$ cat config.mk
export PLATFORM = sky130hd
export DESIGN_NAME = fft_dif_stage
export DESIGN_NICKNAME = d
export VERILOG_FILES = /design/src/rtl/fft_dif_stage.sv
export SDC_FILE = /design/constraint.sdc
export NUM_CORES = 2
export LEC_CHECK = 0
export CAP_MARGIN = 30
export CORE_UTILIZATION = 50
export CTS_CLUSTER_SIZE = 14
export DETAILED_ROUTE_END_ITERATION = 10
export HOLD_SLACK_MARGIN = 0.03
export PLACE_DENSITY = 0.69
export SLEW_MARGIN = 15
export SYNTH_ARGS = -nofsm -noshare
export SYNTH_HDL_FRONTEND = slang
export SYNTH_SLANG_ARGS = --single-unit
export TNS_END_PERCENT = 100
$ cat constraint.sdc
create_clock -name CLK -period 8.3 [get_ports CLK]
set_input_delay 1.66 -clock CLK [delete_from_list [all_inputs] [get_ports CLK]]
set_output_delay 1.66 -clock CLK [all_outputs]
set_load 0.1 [all_outputs]
$ cat src/rtl/fft_dif_stage.sv
// rtl/fft_dif_stage.sv - radix-2 DIF first FFT stage: N/2 parallel butterflies, twiddle multiply, 2-stage valid/ready pipeline
// Optional feature macro: FFT_STAGE_SAT_EN (saturating output narrowing plus sticky sat_flag output).
module fft_dif_stage #(
    parameter int N_POINTS = 8,
    parameter int IN_W     = 12,
    parameter int TW_W     = 12,
    parameter int CNT_W    = 16
) (
    input  logic                     CLK,
    input  logic                     RESET,
    input  logic                     in_valid,
    output logic                     in_ready,
    input  logic                     in_scale,
    input  logic [N_POINTS*IN_W-1:0] in_re,
    input  logic [N_POINTS*IN_W-1:0] in_im,
    output logic                     out_valid,
    input  logic                     out_ready,
    output logic [N_POINTS*IN_W-1:0] out_re,
    output logic [N_POINTS*IN_W-1:0] out_im,
`ifdef FFT_STAGE_SAT_EN
    output logic                     sat_flag,
`endif
    output logic [CNT_W-1:0]         frame_cnt
);

    localparam int HALF    = N_POINTS / 2;
    localparam int TW_FRAC = TW_W - 2;
    localparam int A_W     = IN_W + 1;
    localparam int P_W     = IN_W + TW_W + 2;
    localparam int V_W     = N_POINTS * IN_W;

    // sin(m*pi/8) for m = 0..4 in Q30; every legal frame size uses angles on this 16th-of-a-turn grid.
    function automatic longint sin_q30(input int m);
        case (m)
            0:       sin_q30 = 64'sd0;
            1:       sin_q30 = 64'sd410903207;
            2:       sin_q30 = 64'sd759250125;
            3:       sin_q30 = 64'sd992008094;
            default: sin_q30 = 64'sd1073741824;
        endcase
    endfunction

    // Twiddle W^k = cos(2*pi*k/N) - j*sin(2*pi*k/N), rounded to nearest in Q2.TW_FRAC.
    function automatic logic [TW_W-1:0] tw_coef(input int k, input logic want_im);
        int     m;
        longint mag;
        longint r;
        logic   neg;
        m = (k * 16) / N_POINTS;
        if (!want_im) begin
            if (m <= 4) begin
                mag = sin_q30(4 - m);
                neg = 1'b0;
            end else begin
                mag = sin_q30(m - 4);
                neg = 1'b1;
            end
        end else begin
            // Angles lie in [0, pi), so sin is non-negative and the imaginary part is its negation.
            mag = (m <= 4) ? sin_q30(m) : sin_q30(8 - m);
            neg = 1'b1;
        end
        r = (mag + (longint'(1) <<< (29 - TW_FRAC))) >>> (30 - TW_FRAC);
        if (neg) begin
            r = -r;
        end
        tw_coef = r[TW_W-1:0];
    endfunction

    // Arithmetic right shift with the operand forced signed inside the function.
    function automatic logic [P_W-1:0] asr(input logic signed [P_W-1:0] v, input int sh);
        asr = v >>> sh;
    endfunction

`ifdef FFT_STAGE_SAT_EN
    // A lane overflows when the bits above the IN_W-bit sign position disagree.
    function automatic logic lane_ovf(input logic [P_W-1:0] v);
        lane_ovf = !((&v[P_W-1:IN_W-1]) || !(|v[P_W-1:IN_W-1]));
    endfunction
`endif

    // Final narrowing of a lane to IN_W bits: clamp when saturation is built in, otherwise wrap.
    function automatic logic [IN_W-1:0] fit_lane(input logic [P_W-1:0] v);
`ifdef FFT_STAGE_SAT_EN
        if (lane_ovf(v)) begin
            fit_lane = v[P_W-1] ? {1'b1, {(IN_W-1){1'b0}}} : {1'b0, {(IN_W-1){1'b1}}};
        end else begin
            fit_lane = v[IN_W-1:0];
        end
`else
        fit_lane = v[IN_W-1:0];
`endif
    endfunction

    // Handshake: stage 2 may load whenever it is empty or draining; stage 1 whenever it can pass forward.
    logic s1_valid_q;
    logic s1_scale_q;
    logic out_valid_q;
    logic s2_load;
    logic accept;
    logic xfer;

    assign s2_load  = !out_valid_q || out_ready;
    assign in_ready = !s1_valid_q || s2_load;
    assign accept   = in_valid && in_ready;
    assign xfer     = out_valid_q && out_ready;

    // Stage 1 state: butterfly sum a and difference b per pair, IN_W+1 bits so neither can overflow.
    logic [HALF-1:0][A_W-1:0] a_re_d, a_im_d, b_re_d, b_im_d;
    logic [HALF-1:0][A_W-1:0] a_re_q, a_im_q, b_re_q, b_im_q;

    for (genvar k = 0; k < HALF; k++) begin : g_bfly
        logic [A_W-1:0] u_re, u_im, l_re, l_im;
        assign u_re = {in_re[k*IN_W+IN_W-1], in_re[k*IN_W +: IN_W]};
        assign u_im = {in_im[k*IN_W+IN_W-1], in_im[k*IN_W +: IN_W]};
        assign l_re = {in_re[(k+HALF)*IN_W+IN_W-1], in_re[(k+HALF)*IN_W +: IN_W]};
        assign l_im = {in_im[(k+HALF)*IN_W+IN_W-1], in_im[(k+HALF)*IN_W +: IN_W]};
        assign a_re_d[k] = u_re + l_re;
        assign a_im_d[k] = u_im + l_im;
        assign b_re_d[k] = u_re - l_re;
        assign b_im_d[k] = u_im - l_im;
    end

    // Stage 1 occupancy: refilled (or emptied) whenever the stage is allowed to move.
    always_ff @(posedge CLK) begin
        if (RESET) begin
            s1_valid_q <= 1'b0;
        end else if (in_ready) begin
            s1_valid_q <= in_valid;
        end
    end

    // Stage 1 data and scale bit: captured only on an accepted frame.
    always_ff @(posedge CLK) begin
        if (accept) begin
            a_re_q     <= a_re_d;
            a_im_q     <= a_im_d;
            b_re_q     <= b_re_d;
            b_im_q     <= b_im_d;
            s1_scale_q <= in_scale;
        end
    end

    // Stage 2 combinational datapath: scale upper branch, twiddle-multiply and scale lower branch.
    logic [V_W-1:0]    out_re_d, out_im_d;
    logic [V_W-1:0]    out_re_q, out_im_q;
`ifdef FFT_STAGE_SAT_EN
    logic [HALF-1:0]   lane_sat;
    logic              frame_sat_d;
    logic              frame_sat_q;
    logic              sat_flag_q;
`endif

    for (genvar k = 0; k < HALF; k++) begin : g_s2
        localparam logic [TW_W-1:0] WR = tw_coef(k, 1'b0);
        localparam logic [TW_W-1:0] WI = tw_coef(k, 1'b1);
        logic [P_W-1:0] ar_x, ai_x, br_x, bi_x, wr_x, wi_x;
        logic [P_W-1:0] pr, pi, ur, ui, lr, li;

        assign ar_x = {{(P_W-A_W){a_re_q[k][A_W-1]}}, a_re_q[k]};
        assign ai_x = {{(P_W-A_W){a_im_q[k][A_W-1]}}, a_im_q[k]};
        assign br_x = {{(P_W-A_W){b_re_q[k][A_W-1]}}, b_re_q[k]};
        assign bi_x = {{(P_W-A_W){b_im_q[k][A_W-1]}}, b_im_q[k]};
        assign wr_x = {{(P_W-TW_W){WR[TW_W-1]}}, WR};
        assign wi_x = {{(P_W-TW_W){WI[TW_W-1]}}, WI};

        // Sign-extended operands make the modulo-2^P_W product equal to the signed product.
        assign pr = br_x * wr_x - bi_x * wi_x;
        assign pi = br_x * wi_x + bi_x * wr_x;

        assign ur = s1_scale_q ? asr(ar_x, 1) : ar_x;
        assign ui = s1_scale_q ? asr(ai_x, 1) : ai_x;
        assign lr = s1_scale_q ? asr(pr, TW_FRAC + 1) : asr(pr, TW_FRAC);
        assign li = s1_scale_q ? asr(pi, TW_FRAC + 1) : asr(pi, TW_FRAC);

        assign out_re_d[k*IN_W +: IN_W]        = fit_lane(ur);
        assign out_im_d[k*IN_W +: IN_W]        = fit_lane(ui);
        assign out_re_d[(k+HALF)*IN_W +: IN_W] = fit_lane(lr);
        assign out_im_d[(k+HALF)*IN_W +: IN_W] = fit_lane(li);
`ifdef FFT_STAGE_SAT_EN
        assign lane_sat[k] = lane_ovf(ur) | lane_ovf(ui) | lane_ovf(lr) | lane_ovf(li);
`endif
    end

`ifdef FFT_STAGE_SAT_EN
    assign frame_sat_d = |lane_sat;
`endif

    // Stage 2 output register: holds the frame stable while downstream stalls.
    always_ff @(posedge CLK) begin
        if (RESET) begin
            out_valid_q <= 1'b0;
            out_re_q    <= '0;
            out_im_q    <= '0;
`ifdef FFT_STAGE_SAT_EN
            frame_sat_q <= 1'b0;
`endif
        end else if (s2_load) begin
            out_valid_q <= s1_valid_q;
            if (s1_valid_q) begin
                out_re_q    <= out_re_d;
                out_im_q    <= out_im_d;
`ifdef FFT_STAGE_SAT_EN
                frame_sat_q <= frame_sat_d;
`endif
            end
        end
    end

    // Frame counter: one count per output transfer, free-running wrap.
    logic [CNT_W-1:0] frame_cnt_q;
    logic [CNT_W-1:0] frame_cnt_d;
    assign frame_cnt_d = frame_cnt_q + CNT_W'(1);

    always_ff @(posedge CLK) begin
        if (RESET) begin
            frame_cnt_q <= '0;
        end else if (xfer) begin
            frame_cnt_q <= frame_cnt_d;
        end
    end

`ifdef FFT_STAGE_SAT_EN
    // Sticky saturation flag: only a frame that actually leaves the block can set it.
    always_ff @(posedge CLK) begin
        if (RESET) begin
            sat_flag_q <= 1'b0;
        end else if (xfer && frame_sat_q) begin
            sat_flag_q <= 1'b1;
        end
    end

    assign sat_flag = sat_flag_q;
`endif

    assign out_valid = out_valid_q;
    assign out_re    = out_re_q;
    assign out_im    = out_im_q;
    assign frame_cnt = frame_cnt_q;

endmodule

==> key figures <==
Global route
  • GRT Overall Usage: 0.252
  • Global route total overflow: 0
  • First-pass GRT wire length: approximately 200000 um
  • Vias in the first global route: 37400
  • Initial antenna violation count: 2
  • Largest net degree at the start of global routing: 228

STA
  • Final slew viol count: 0
  • Min cycle time layout: 7660 ps
  • Actual slew at the worst max-slew pin: 1260 ps
  • Final Hold Viols: 0
  • Setup total negative slack: 0 ps
  • Relative slew slack: 0.158
  • Period utilization: 0.922
  • Unrepaired setup endpoints after global routing: false
  • Final Skew: 65.8 ps
  • Setup violation total in the final timing report: 0
  • Hold_ws: ~450 ps
  • Fmax: 131 MHz

Clock network
  • Worst-path clk slew: 50 ps
  • Total clock sinks: 411
  • TritonCTS clock tree: built
  • CTS resizes: 0
  • Setup Fix Bufs, Post-CTS: 0
  • H-tree levels: 2
  • CTS buffer count: 52
  • Skew-Pair Late Insertion Delay: 660 ps
  • Hold Buf Count CTS: 0
  • Clock Path Buffers: 3
  • Clock root cell: clkbuf_16

Setup path
  • CP Capture Type: flip-flop
  • Worst path arrival time: 8170 ps
  • CP required: 8820 ps
  • WS Path Type: reg -> reg
  • Crit path max fanout: 12
  • CP startpoint kind: flip-flop
  • FF-to-FF path depth: 27

Drt
  • DRC: 0
  • ANT nets after route: 0
  • Detailed Route WL: 122000 um
  • DRT iter0 DRCs: ~1700
  • Post-DR wirelength/cell: 17.8 um
  • Vias per cell: 5.18
  • Via Count: 35500
  • 1st-pass router iterations: 8

Layout
  • Final cell count without fillers: 6843
  • # fillers: 8239
  • Nets@finish: 7032
  • Most common cell after layout, fill and taps aside: inv_1
  • Share of cells above drive strength 1: 0.0337
  • Antenna fix cells: 0
  • Layout area overhead: 17.9%
  • Most frequent cells in the layout: inv_1 (1140), ha_1 (825), fa_1 (476)
  • Fin util: 0.599

Synthesis
  • Netlist Area Pre-Place: 48500 um^2
  • Asr flop ratio synth: 0
  • Sequential share of the synthesized area: 0.211
  • Gate Count Post-Synth: 5117
  • Ys Warns: 0
  • Syn_nets: 6615
  • Post-synth EDFFs: 201
  • Top FF cell, synth: dfxtp_1
  • Synthesis-stage register bit count: roughly 410
  • Distinct cells, synth: just under 70
  • Avg Cell Area, Syn: 9.48 um^2

Die
  • Die width: 313 um
  • Core box area: 95600 um^2
  • Row cnt: about 110
  • Starting Density: 0.508
  • Total die area: between 90000 and 100000 um^2
  • Die height: 313 um
  • IO Count: 407

Place
  • Port Buffers: 406
  • DP HPWL: 100000 um
  • RePlAce Congestion: 0.927
  • Placed insts: 6740

Job
  • Max_cap viols: 0

Outcome
  • Outcome: completed

Hold path
  • Worst hold stages: 2
  • Worst hold path type: reg -> reg
[synthesized netlist by cell type (8+ instances only)]
cell type	count	area share
nor3_1	54	0.0056
and3_1	37	0.0048
o211ai_1	8	0.0012
nand2b_1	30	0.0039
inv_1	1141	0.088
a21boi_0	8	0.0012
edfxtp_1	201	0.12
clkbuf_1	103	0.0080
buf_1	12	0.00093
o31ai_1	15	0.0023
o21ai_0	141	0.015
nand3_1	23	0.0024
dfxtp_1	210	0.087
a21o_1	50	0.0077
a21oi_1	272	0.028
nor2b_1	35	0.0045
nand2_1	164	0.013
xnor2_1	313	0.057
o21a_1	16	0.0025
o21bai_1	78	0.012
nor2_1	374	0.029
or3_1	10	0.0013
xor2_1	93	0.017
a31oi_1	12	0.0015
a211oi_1	159	0.025
fa_1	476	0.20
and2_1	9	0.0012
ha_1	825	0.21
o41ai_1	9	0.0016
mux2i_1	133	0.027
[final timing paths]
kind	start	to	slack, ps
max	a_im_q[13]	out_re[71]	640
min	out_im[68]	out_im[68]	450
max reg2reg	a_im_q[13]	out_re[71]	640
min reg2reg	out_im[68]	out_im[68]	450
[layout make-up]
cell class / instances / area [um^2] / share of cell area
Tap cell: 1265 / 1580 / 0.0277
Timing Repair Buffer: 478 / 5690 / 0.0995
Inverter: 1141 / 4280 / 0.0749
Clock inverter: 24 / 329 / 0.00575
Clock buffer: 74 / 1510 / 0.0263
Multi-Input combinational cell: 3450 / 33600 / 0.587
Sequential cell: 411 / 10200 / 0.179
[kinds of logic after synthesis]
kind of cell / synth area share
adder cells (fa/ha/maj): 0.409
buffers and inverters: 0.0972
AO/OA/AOI/OAI: 0.111
AND/OR/NAND/NOR: 0.0691
flip-flops: 0.211
XOR/XNOR: 0.0738
multiplexers: 0.0289
[through the flow]
stage               setup slack (ps)  area (um^2)
floorplan                        633        48500
detailed placement               733        55200
global placement                 941        53900
finish                           644        57200
global route                     169        57200
CTS                              652        57100
[critical path, cell delays in order, from the launching register on]
cell,delay [ps]
edfxtp_1,680
fa_1,700
inv_1,80
fa_1,500
inv_1,50
ha_1,190
fa_1,480
ha_1,330
fa_1,550
inv_1,60
fa_1,540
inv_1,40
ha_1,320
o21ai_0,100
a21oi_1,90
o41ai_1,630
xnor2_1,150
ha_1,360
and4_1,230
a21oi_1,150
nand2_1,70
a21oi_1,220
o21bai_1,150
a21oi_1,230
o21ai_0,170
xnor2_1,240
xnor2_1,130
o21ai_0,80
[sequential cells by signal (all words and copies together), names as in the netlist]
register    count
a_im_q         52
a_re_q         50
b_im_q         48
b_re_q         50
frame_cnt      16
out_im         96
out_re         96
out_valid       1
s1_scale_q      1
s1_valid_q      1
[layer usage]
| metal | part of all wire | vias up | global-route usage | wire [um] |
|---|---|---|---|---|
| li1 | - | 17500 | - | - |
| met4 | 0.032 | 0 | 0.0790 | 3850 |
| met5 | 0 | - | 0 | 0 |
| met1 | 0.43 | 17100 | 0.313 | 51900 |
| met3 | 0.059 | 194 | 0.0515 | 7190 |
| met2 | 0.48 | 733 | 0.437 | 58900 |
Power is left out: the tool's default activity adds up to more than one toggle a clock period on the data nets, which glitch-free logic cannot reach.
